[src/rtl/inv_bank_bist.sv]
// BIST sequencer for a WIDTH-channel inverter bank: applies zeros, ones and walking-one patterns, checks resp == ~stim.
// Optional first-failing-pattern capture is enabled by defining BIST_FIRST_FAIL_EN.
module inv_bank_bist #(
    parameter int unsigned WIDTH  = 8,
    parameter int unsigned SETTLE = 2,
    parameter int unsigned CNT_W  = 8
) (
    input  logic             clk,
    input  logic             rst,
    input  logic             start,
    input  logic [WIDTH-1:0] resp,
    output logic [WIDTH-1:0] stim,
    output logic             busy,
    output logic             done,
    output logic             pass,
    output logic [WIDTH-1:0] fail_mask,
`ifdef BIST_FIRST_FAIL_EN
    output logic [CNT_W-1:0] err_count,
    output logic             first_fail_vld,
    output logic [5:0]       first_fail_idx
`else
    output logic [CNT_W-1:0] err_count
`endif
);

    typedef enum logic [2:0] {IDLE, APPLY, WAIT, CHECK, FINISH} state_t;

    localparam logic [5:0] P_LAST = 6'(WIDTH + 1);
    localparam logic [7:0] W_LAST = (SETTLE > 0) ? 8'(SETTLE - 1) : 8'd0;

    state_t           state, state_n;
    logic [5:0]       p, p_n;
    logic [7:0]       wcnt, wcnt_n;
    logic [WIDTH-1:0] stim_n, mask_n, mism;
    logic [CNT_W-1:0] err_n;
    logic             pass_n;
`ifdef BIST_FIRST_FAIL_EN
    logic             ffv_n;
    logic [5:0]       ffi_n;
`endif

    function automatic logic [WIDTH-1:0] pattern(input logic [5:0] idx);
        logic [WIDTH-1:0] v;
        v = (idx == 6'd1) ? '1 : '0;
        for (int unsigned k = 0; k < WIDTH; k++) begin
            if (idx == 6'(k + 2)) v[k] = 1'b1;
        end
        return v;
    endfunction

    always_comb begin
        state_n = state;
        p_n     = p;
        wcnt_n  = wcnt;
        stim_n  = stim;
        mask_n  = fail_mask;
        err_n   = err_count;
        pass_n  = pass;
        mism    = resp ^ ~stim;
`ifdef BIST_FIRST_FAIL_EN
        ffv_n   = first_fail_vld;
        ffi_n   = first_fail_idx;
`endif
        case (state)
            IDLE: begin
                stim_n = '0;
                if (start) begin
                    mask_n  = '0;
                    err_n   = '0;
                    pass_n  = 1'b0;
                    p_n     = 6'd0;
                    wcnt_n  = 8'd0;
                    stim_n  = pattern(6'd0);
                    state_n = APPLY;
`ifdef BIST_FIRST_FAIL_EN
                    ffv_n   = 1'b0;
                    ffi_n   = 6'd0;
`endif
                end
            end
            APPLY: begin
                wcnt_n  = 8'd0;
                state_n = (SETTLE == 0) ? CHECK : WAIT;
            end
            WAIT: begin
                if (wcnt == W_LAST) begin
                    wcnt_n  = 8'd0;
                    state_n = CHECK;
                end else begin
                    wcnt_n = wcnt + 8'd1;
                end
            end
            CHECK: begin
                mask_n = fail_mask | mism;
                if (mism != '0 && err_count != '1) err_n = err_count + 1'b1;
`ifdef BIST_FIRST_FAIL_EN
                if (mism != '0 && !first_fail_vld) begin
                    ffv_n = 1'b1;
                    ffi_n = p;
                end
`endif
                // pass is decided from the mask including this final check
                if (p == P_LAST) begin
                    stim_n  = '0;
                    pass_n  = (mask_n == '0);
                    state_n = FINISH;
                end else begin
                    p_n     = p + 6'd1;
                    stim_n  = pattern(p + 6'd1);
                    state_n = APPLY;
                end
            end
            FINISH: begin
                stim_n  = '0;
                state_n = IDLE;
            end
            default: state_n = IDLE;
        endcase
    end

    always_ff @(posedge clk) begin
        if (rst) begin
            state     <= IDLE;
            p         <= 6'd0;
            wcnt      <= 8'd0;
            stim      <= '0;
            fail_mask <= '0;
            err_count <= '0;
            pass      <= 1'b0;
`ifdef BIST_FIRST_FAIL_EN
            first_fail_vld <= 1'b0;
            first_fail_idx <= 6'd0;
`endif
        end else begin
            state     <= state_n;
            p         <= p_n;
            wcnt      <= wcnt_n;
            stim      <= stim_n;
            fail_mask <= mask_n;
            err_count <= err_n;
            pass      <= pass_n;
`ifdef BIST_FIRST_FAIL_EN
            first_fail_vld <= ffv_n;
            first_fail_idx <= ffi_n;
`endif
        end
    end

    always_comb begin
        busy = (state == APPLY) || (state == WAIT) || (state == CHECK);
        done = (state == FINISH);
    end

endmodule
[config.mk]
export PLATFORM = sky130hd
export DESIGN_NAME = inv_bank_bist
export DESIGN_NICKNAME = d
export VERILOG_FILES = /design/src/rtl/inv_bank_bist.sv
export SDC_FILE = /design/constraint.sdc
export NUM_CORES = 1
export LEC_CHECK = 0
export ABC_CLOCK_PERIOD_IN_PS = 4400
export BUFFER_PORTS_ARGS = -buffer_cell sky130_fd_sc_hd__clkbuf_2
export CAP_MARGIN = 20
export CORE_ASPECT_RATIO = 0.7
export CORE_MARGIN = 1.5
export CORE_UTILIZATION = 50
export CTS_CLUSTER_DIAMETER = 80
export DETAILED_ROUTE_END_ITERATION = 12
export PLACE_DENSITY = 0.84
export SKIP_LAST_GASP = 1
export SYNTH_ARGS = -nofsm -noshare
export SYNTH_HDL_FRONTEND = slang
export SYNTH_SLANG_ARGS = --single-unit
[constraint.sdc]
create_clock -name clk -period 4.4 [get_ports clk]
set_clock_uncertainty 0.1 [all_clocks]
set_input_delay 0.66 -clock clk [delete_from_list [all_inputs] [get_ports clk]]
set_output_delay 0.66 -clock clk [all_outputs]
set_load 0.05 [all_outputs]
Word level (Yosys, flattened, before mapping)
Cells that the tools add are included.
Word-level totals
  flip-flop bits (word level): 42
  input port bits: 11
  output and inout port bits: 27
  word-level logic and storage cells: 77
Cells by class
  add/sub/neg operators: 3
  equal/unequal tests: 21
  multiplexer cells: 27
  bitwise logic cells: 3
  reduce and logical (&&, ||, !) cells: 16
Operator list (count)
  case mux 8 bit (2 select lines): 3
  two-way mux 8 bit: 5
  == test 6 x 3 -> 1 bit (second input constant): 4
  case mux 8 bit (3 select lines): 1
  == test 6 x 4 -> 1 bit (second input constant): 3
  adder 8 x 1 -> 8 bit (second input constant): 2
  == test 6 x 2 -> 1 bit (second input constant): 2
  two-way mux 6 bit: 2
  case mux 3 bit (4 select lines): 1
  case mux 6 bit (2 select lines): 1
  two-way mux 1 bit: 10
  != test 2 bit (second input constant): 5
  two-way mux 3 bit: 3
  AND reduction 3 bit: 3
  == test 8 x 1 -> 1 bit (second input constant): 1
  logical NOT 8 bit: 1
  != test 8 bit (second input constant): 1
  NOT 8 bit: 1
  bitwise OR 8 bit: 1
  nonzero test 8 bit: 1
  XOR 8 bit: 1
  adder 6 x 1 -> 6 bit (second input constant): 1
  == test 3 x 2 -> 1 bit (second input constant): 2
  == test 6 x 1 -> 1 bit (second input constant): 1
  other kinds (10): 14

Depth between registers and ports, before layout
Gate-level depths: netlist of the first run.
  word-level depth: 6
  depth in mapped cells: 7
  gate-level depth less buffers: 7

Least setup slack after synthesis of the first run
OpenSTA, ideal clock, no wires.
  path kind: register to register
  from: register stim[5]
  to: register pass
  library setup time: 0.070 ns
  arrival: 1.903 ns
  data required time: 4.230 ns
  slack: 2.327 ns
  stages on the path, launching flop included: 6
  clock period less this slack: 2.073 ns
  path through: dfxtp_1 xnor2_1 nor4_4 nand2_1 or4_1 a21oi_1
On the way
  longest elaborated chain between the ends: 6
Ends and longest elaborated chain
  from (decl): RTL line 12  | output logic [WIDTH-1:0] stim,
  from (signal assigned): RTL line 138  | stim <= stim_n;
  NOT 8 bit: RTL line 59  | mism = resp ^ ~stim;
  XOR 8 bit: RTL line 59
  bitwise OR 8 bit: RTL line 94  | mask_n = fail_mask | mism;
  logical NOT 8 bit: RTL line 105  | pass_n = (mask_n == '0);
  two-way mux 1 bit: RTL line 103  | if (p == P_LAST) begin
  case mux 1 bit (2 select lines): RTL line 64  | case (state)
  to (signal assigned): RTL line 141  | pass <= pass_n;
  to (decl): RTL line 15  | output logic pass,
No other way between the ends. The select of a mux whose other input is x is not followed.
A chain may end at the register's enable or synchronous reset.

Worst setup path after layout of the first run
  from: register state[1]
  to: output port done
On the way
  longest elaborated chain between the ends: 1
Ends and longest elaborated chain
  from (decl): RTL line 31  | state_t state, state_n;
  from (signal assigned): RTL line 135  | state <= state_n;
  == test 3 bit: RTL line 151  | done = (state == FINISH);
  to (decl): RTL line 14  | output logic done,
No other way between the ends.

==> run summary, run 1 <==
share of cells above drive strength 1 - 17.6%
Total GRT Usage - 20.7%
average size of a mapped cell - 8.50 um2
first-pass GRT wire length - 7.38 mm
worst-path cell chain - nor2_1 > and2_1 > clkbuf_2
area grow syn2layout - 15.0%
Tcrit/Tclk final - 49.0%
area of the multi-input gates - 0.00119 mm2
die width - 80.3 um
commonest non-fill, non-tap cell in the layout - dfxtp_1
Rows - 19
max incr delay on CP - 0.38 ns
Initial Util - 52.7%
CP required - 3.64 ns
TritonCTS clock tree - built
core area - 0.00397 mm2
final max-slew violation count - 0
First-pass DRT Iterations - 4
Yosys reg bits - 42
Slew HR - 48.3%
pre-CTS setup slack - 2.10 ns
Yosys warning count - 0
Ports - 38
worst slew pin tran - 0.770 ns
PD cells - 335 mW/mm2
Die Height - 57.1 um
RSZ-0062 raised after global routing - no
vias per inst - 5.52
Worst EP arrival - 1.40 ns
CP max stage cell - dfxtp_1
DRC viols - 0
number of port buffers - 37
initial antenna violation count - 0
Final ANT Viol Nets - 0
GRT overflow - 0
fin cells - 336
Synthesized Nets - 266
Starting DRT DRC Count - 129
number of global-route vias before repair - 1606
Final Net Count - 303
Hold Buf Count CTS - 0
CTS max path bufs - 2
CP Max Fanout - 8
commonest cells after routing, fill and taps aside - dfxtp_1, clkbuf_2, nor2_1
Leakage - 0.979 nW
final hold viol count - 0
Hold Path Class - register to register
Routed WL per cell - 13.3 um
Clock Pin Slew Worst Setup and Hold Paths - 0.08 ns
htree depth - 2
Synth Instances - 246
global placement routability congestion - 0.811
post-CTS setup buffer count - 0
filler cell count in the final layout - 354
Sum Neg Setup Slack - 0 ns
slack of the critical path - 2.24 ns
outcome - complete, no violations
worst vdd ir - 0.200 mV
Synth cell types - 43
Die Area - 0.00458 mm2
Peak Freq - 464 MHz
Total Power - 806 uW
DP Cell Count - 328
total vias in the final route - 1855
CTS sink cnt - 42
Primary FF master, synth - dfxtp_1
kind of critical path - register to output pin
total CTS buffers - 5
Antenna diodes - 0
register area share after synthesis - 40.2%
startpoint types - register
crit end category - output pin
Final Critical Period - 2.16 ns
Gates resized, CTS repair - 0
Max Cap Viol - 0
Cell Area, Synth - 0.00209 mm2
register cell area after layout - 841 um2
asr flop ratio synth - 0%
Worst-Skew Late Latency - 0.30 ns
largest net degree at the start of global routing - 24
final WL - 4.48 mm
EDFF count, synth - 0
HPWL Detailed - 3.24 mm
CTS root buffer - clkbuf_8
Final Setup Violations - 0
-- worst max-delay path: cells and delay by family (launching register included) --
family / cells / cell delay [ns]
buffers and inverters: 1 / 0.27
flip-flops: 1 / 0.38
AND/OR/NAND/NOR: 2 / 0.44
-- layout make-up --
cell class                      count  share of cell area (%)
Clock buffer                        7                    3.59
Clock inverter                      1                   0.208
Inverter                            7                    1.09
Multi-Input combinational cell    189                    49.4
Sequential cell                    42                    35.0
Tap cell                           52                    2.71
Timing Repair Buffer               38                    8.01
-- cell usage after synthesis, types with 7 or more instances --
cell	instances	area share, %
inv_1	7	1.3
dfxtp_1	42	40
ha_1	9	5.4
nor3_1	7	1.7
xnor2_1	14	5.9
o21ai_0	16	3.8
nand2_1	17	3.1
xor2_1	9	3.8
and3_1	7	2.1
nor2_1	31	5.6
nand3_1	13	3.1
a21oi_1	16	3.8
-- metrics by stage --
stage,hold WS (ns),util (%),instance area [um2]
6_report,0.395,60.6,2400
5_1_grt,0.428,60.6,2400
4_1_cts,0.402,60.6,2400
3_5_place_dp,0.385,58.3,2310
3_3_place_gp,0.379,58.3,2310
2_1_floorplan,0.381,-,2090
-- state kept, by name, indices dropped and copies added, names as in the netlist --
signal	count
wcnt	8
stim	8
p	6
fail_mask	8
err_count	8
state	3
pass	1
-- kinds of logic (layout without fill, tap and decap cells) --
group,count (synthesis),in the layout,share of synthesized area (%)
xor+xnor,23,23,9.64
flops,42,42,40.2
buf+inv,15,53,2.93
mux,1,1,0.479
compound gates,55,55,16.1
simple gates,101,101,25.3
fa+ha+maj,9,9,5.39
-- power breakdown --
part	leakage [nW]	switching [mW]	internal (mW)	total, mW
logic	0.592	0.0989	0.0402	0.139
registers	0.339	0.0153	0.391	0.407
clock network	0.0482	0.133	0.127	0.260
-- per-layer routing --
layer / routed length (um) / GRT usage [%] / vias up
met2: 1820 / 27.7 / 55
met4: 63 / 9.61 / 0
met1: 2340 / 30.8 / 849
li1: - / - / 944
met5: 0 / 0 / -
met3: 253 / 5.44 / 7
-- worst paths after layout --
| check | slack (ns) | startpoint | depth (start not counted) | end |
|---|---|---|---|---|
| max | 2.24 | state[1] | 3 | done |
| min | 0.39 | stim[6] | 2 | stim[6] |
| max reg2reg | 2.45 | state[1] | 5 | err_count[3] |
| min reg2reg | 0.39 | stim[6] | 2 | stim[6] |
Note: power is estimated with default switching activity, not from simulation.
==> run 2: changes to the inputs <==
--- a/config.mk
+++ b/config.mk
@@ -5,7 +5,7 @@
 export SDC_FILE = /design/constraint.sdc
 export NUM_CORES = 1
 export LEC_CHECK = 0
-export ABC_CLOCK_PERIOD_IN_PS = 4400
+export ABC_CLOCK_PERIOD_IN_PS = 2000
 export BUFFER_PORTS_ARGS = -buffer_cell sky130_fd_sc_hd__clkbuf_2
 export CAP_MARGIN = 20
 export CORE_ASPECT_RATIO = 0.7
==> constraint.sdc (replaced) <==
create_clock -name clk -period 2 [get_ports clk]
set_clock_uncertainty 0.1 [all_clocks]
set_input_delay 0.3 -clock clk [delete_from_list [all_inputs] [get_ports clk]]
set_output_delay 0.3 -clock clk [all_outputs]
set_load 0.05 [all_outputs]
==> run 2 against run 1 <==
Against the previous run:
- global-route usage increased by 0.72 points
- die area unchanged
- worst hold slack got worse by 0.13 ns
- final cell count increased by 2.4%
- non-clock buffer count increased by 8
- critical path type unchanged
- core utilization increased by 1.8 points
- via count increased by 4.8%
- setup slack got worse by 2.1 ns
- power increased by 120%
- first-iteration DRC count decreased by 11%
- register-to-register slack got worse by 2.3 ns
- clock-buffer cell count unchanged
==> run summary, run 2 (synthesized netlist as in run 1, its figures left out) <==
Clock Pin Slew Worst Setup and Hold Paths - 0.08 ns (about the same)
Hold Path Class - input port to register
share of cells above drive strength 1 - 22.3% (+4.7 points)
TritonCTS clock tree - built
commonest non-fill, non-tap cell in the layout - clkbuf_2
Total Power - 1.78 mW (+120%)
Tcrit/Tclk final - 91.7%
final max-slew violation count - 0 (unchanged)
worst vdd ir - 0.480 mV (+140%)
final WL - 4.58 mm (+2.2%)
Ports - 38 (unchanged)
total CTS buffers - 5 (unchanged)
largest net degree at the start of global routing - 16 (-33%)
slack of the critical path - 0.167 ns (-2.08 ns)
htree depth - 2 (unchanged)
PD cells - 721 mW/mm2 (+120%)
crit end category - output pin
Slew HR - 50.8% (+2.5 points)
HPWL Detailed - 3.49 mm (+7.7%)
Area after DPL - 0.00238 mm2 (+2.9%)
CTS max path bufs - 2 (unchanged)
CP required - 1.60 ns (-2.04 ns)
Peak Freq - 545 MHz
CTS sink cnt - 42 (unchanged)
Final Critical Period - 1.83 ns
Hold Buf Count CTS - 0 (unchanged)
commonest cells after routing, fill and taps aside - clkbuf_2, dfxtp_1, nor2_1
Starting DRT DRC Count - 115 (-11%)
total vias in the final route - 1944 (+4.8%)
DRC viols - 0 (unchanged)
Routed WL per cell - 13.3 um (-0.17%)
startpoint types - register
CP Max Fanout - 8 (unchanged)
Leakage - 1.02 nW (+4.0%)
Final Setup Violations - 0 (unchanged)
DP Cell Count - 336 (+2.4%)
Worst-Skew Late Latency - 0.29 ns (about the same)
CTS root buffer - clkbuf_8
global placement routability congestion - 0.833 (+2.8%)
fin cells - 344 (+2.4%)
Rows - 19 (unchanged)
post-CTS setup buffer count - 0 (unchanged)
number of port buffers - 37 (unchanged)
Sum Neg Setup Slack - 0 ns (unchanged)
pre-CTS setup slack - 0.127 ns (-1.98 ns)
outcome - complete, no violations
Die Area - 0.00458 mm2 (unchanged)
First-pass DRT Iterations - 4 (unchanged)
first-pass GRT wire length - 7.78 mm (+5.4%)
Die Height - 57.1 um (unchanged)
Design Area, Final - 0.00247 mm2 (+2.9%)
Initial Util - 52.7% (unchanged)
die width - 80.3 um (unchanged)
area grow syn2layout - 18.4%
Antenna diodes - 0 (unchanged)
kind of critical path - register to output pin
Max Cap Viol - 0 (unchanged)
RSZ-0062 raised after global routing - no
Total GRT Usage - 21.4% (+0.72 points)
Final Net Count - 311 (+2.6%)
final hold viol count - 0 (unchanged)
initial antenna violation count - 0 (unchanged)
Util after Layout - 62.3% (+1.8 points)
worst slew pin tran - 0.732 ns (-0.0375 ns)
vias per inst - 5.65 (+2.4%)
number of global-route vias before repair - 1736 (+8.1%)
Final ANT Viol Nets - 0 (unchanged)
core area - 0.00397 mm2 (unchanged)
GRT overflow - 0 (unchanged)
hold slack - 0.268 ns (-0.127 ns)
Worst EP arrival - 1.43 ns (+0.03 ns)
-- run 2: cell types whose count changed in the layout (fill, tap and decap cells not counted), sizes merged --
cell	before	now
buf	1	9
-- run 2: worst paths after layout --
check | from | end | slack, ns | depth (start not counted)
worst min-delay path | start | state[0] | 0.27 | 3
worst max register to register | stim[5] | pass | 0.19 | 5
worst max-delay path | state[1] | done | 0.17 | 3
worst min register to register | stim[3] | stim[3] | 0.38 | 2
-- run 2: power breakdown --
part | internal, mW | total [mW] | switching, mW
clock network | 0.279 | 0.557 | 0.279
logic | 0.107 | 0.331 | 0.224
registers | 0.862 | 0.896 | 0.0340
-- run 2: final cells by class --
class | instances | area [um2]
fillers | 349 | 1500
multi-input cells | 189 | 1190
flip-flops and latches | 42 | 848
repair buffers | 46 | 253
clock buffers | 7 | 86.3
well taps | 52 | 65.1
inverters | 7 | 26.3
clock inverters | 1 | 5.00
-- run 2: worst max-delay path: stages (launching register included) --
cell	delay (ns)
dfxtp_1	0.38
nor2_1	0.31
and2_1	0.18
clkbuf_2	0.27
-- run 2: repair_timing --
action / 4_1_cts / 5_1_grt
endpoints found under the setup margin: 0 / 6
endpoints found under the hold margin: 0 / 0
resized for setup: 0 / 4
-- run 2: routing by layer --
metal  share of wire [%]  global-route usage (%)  wire (um)  up-vias
li1                    -                       -          -      960
met1                  50                    32.0       2290      913
met2                  42                    30.9       1910       64
met3                 6.9                    4.64        314        7
met4                 1.2                    6.65         57        0
met5                   0                       0          0        -
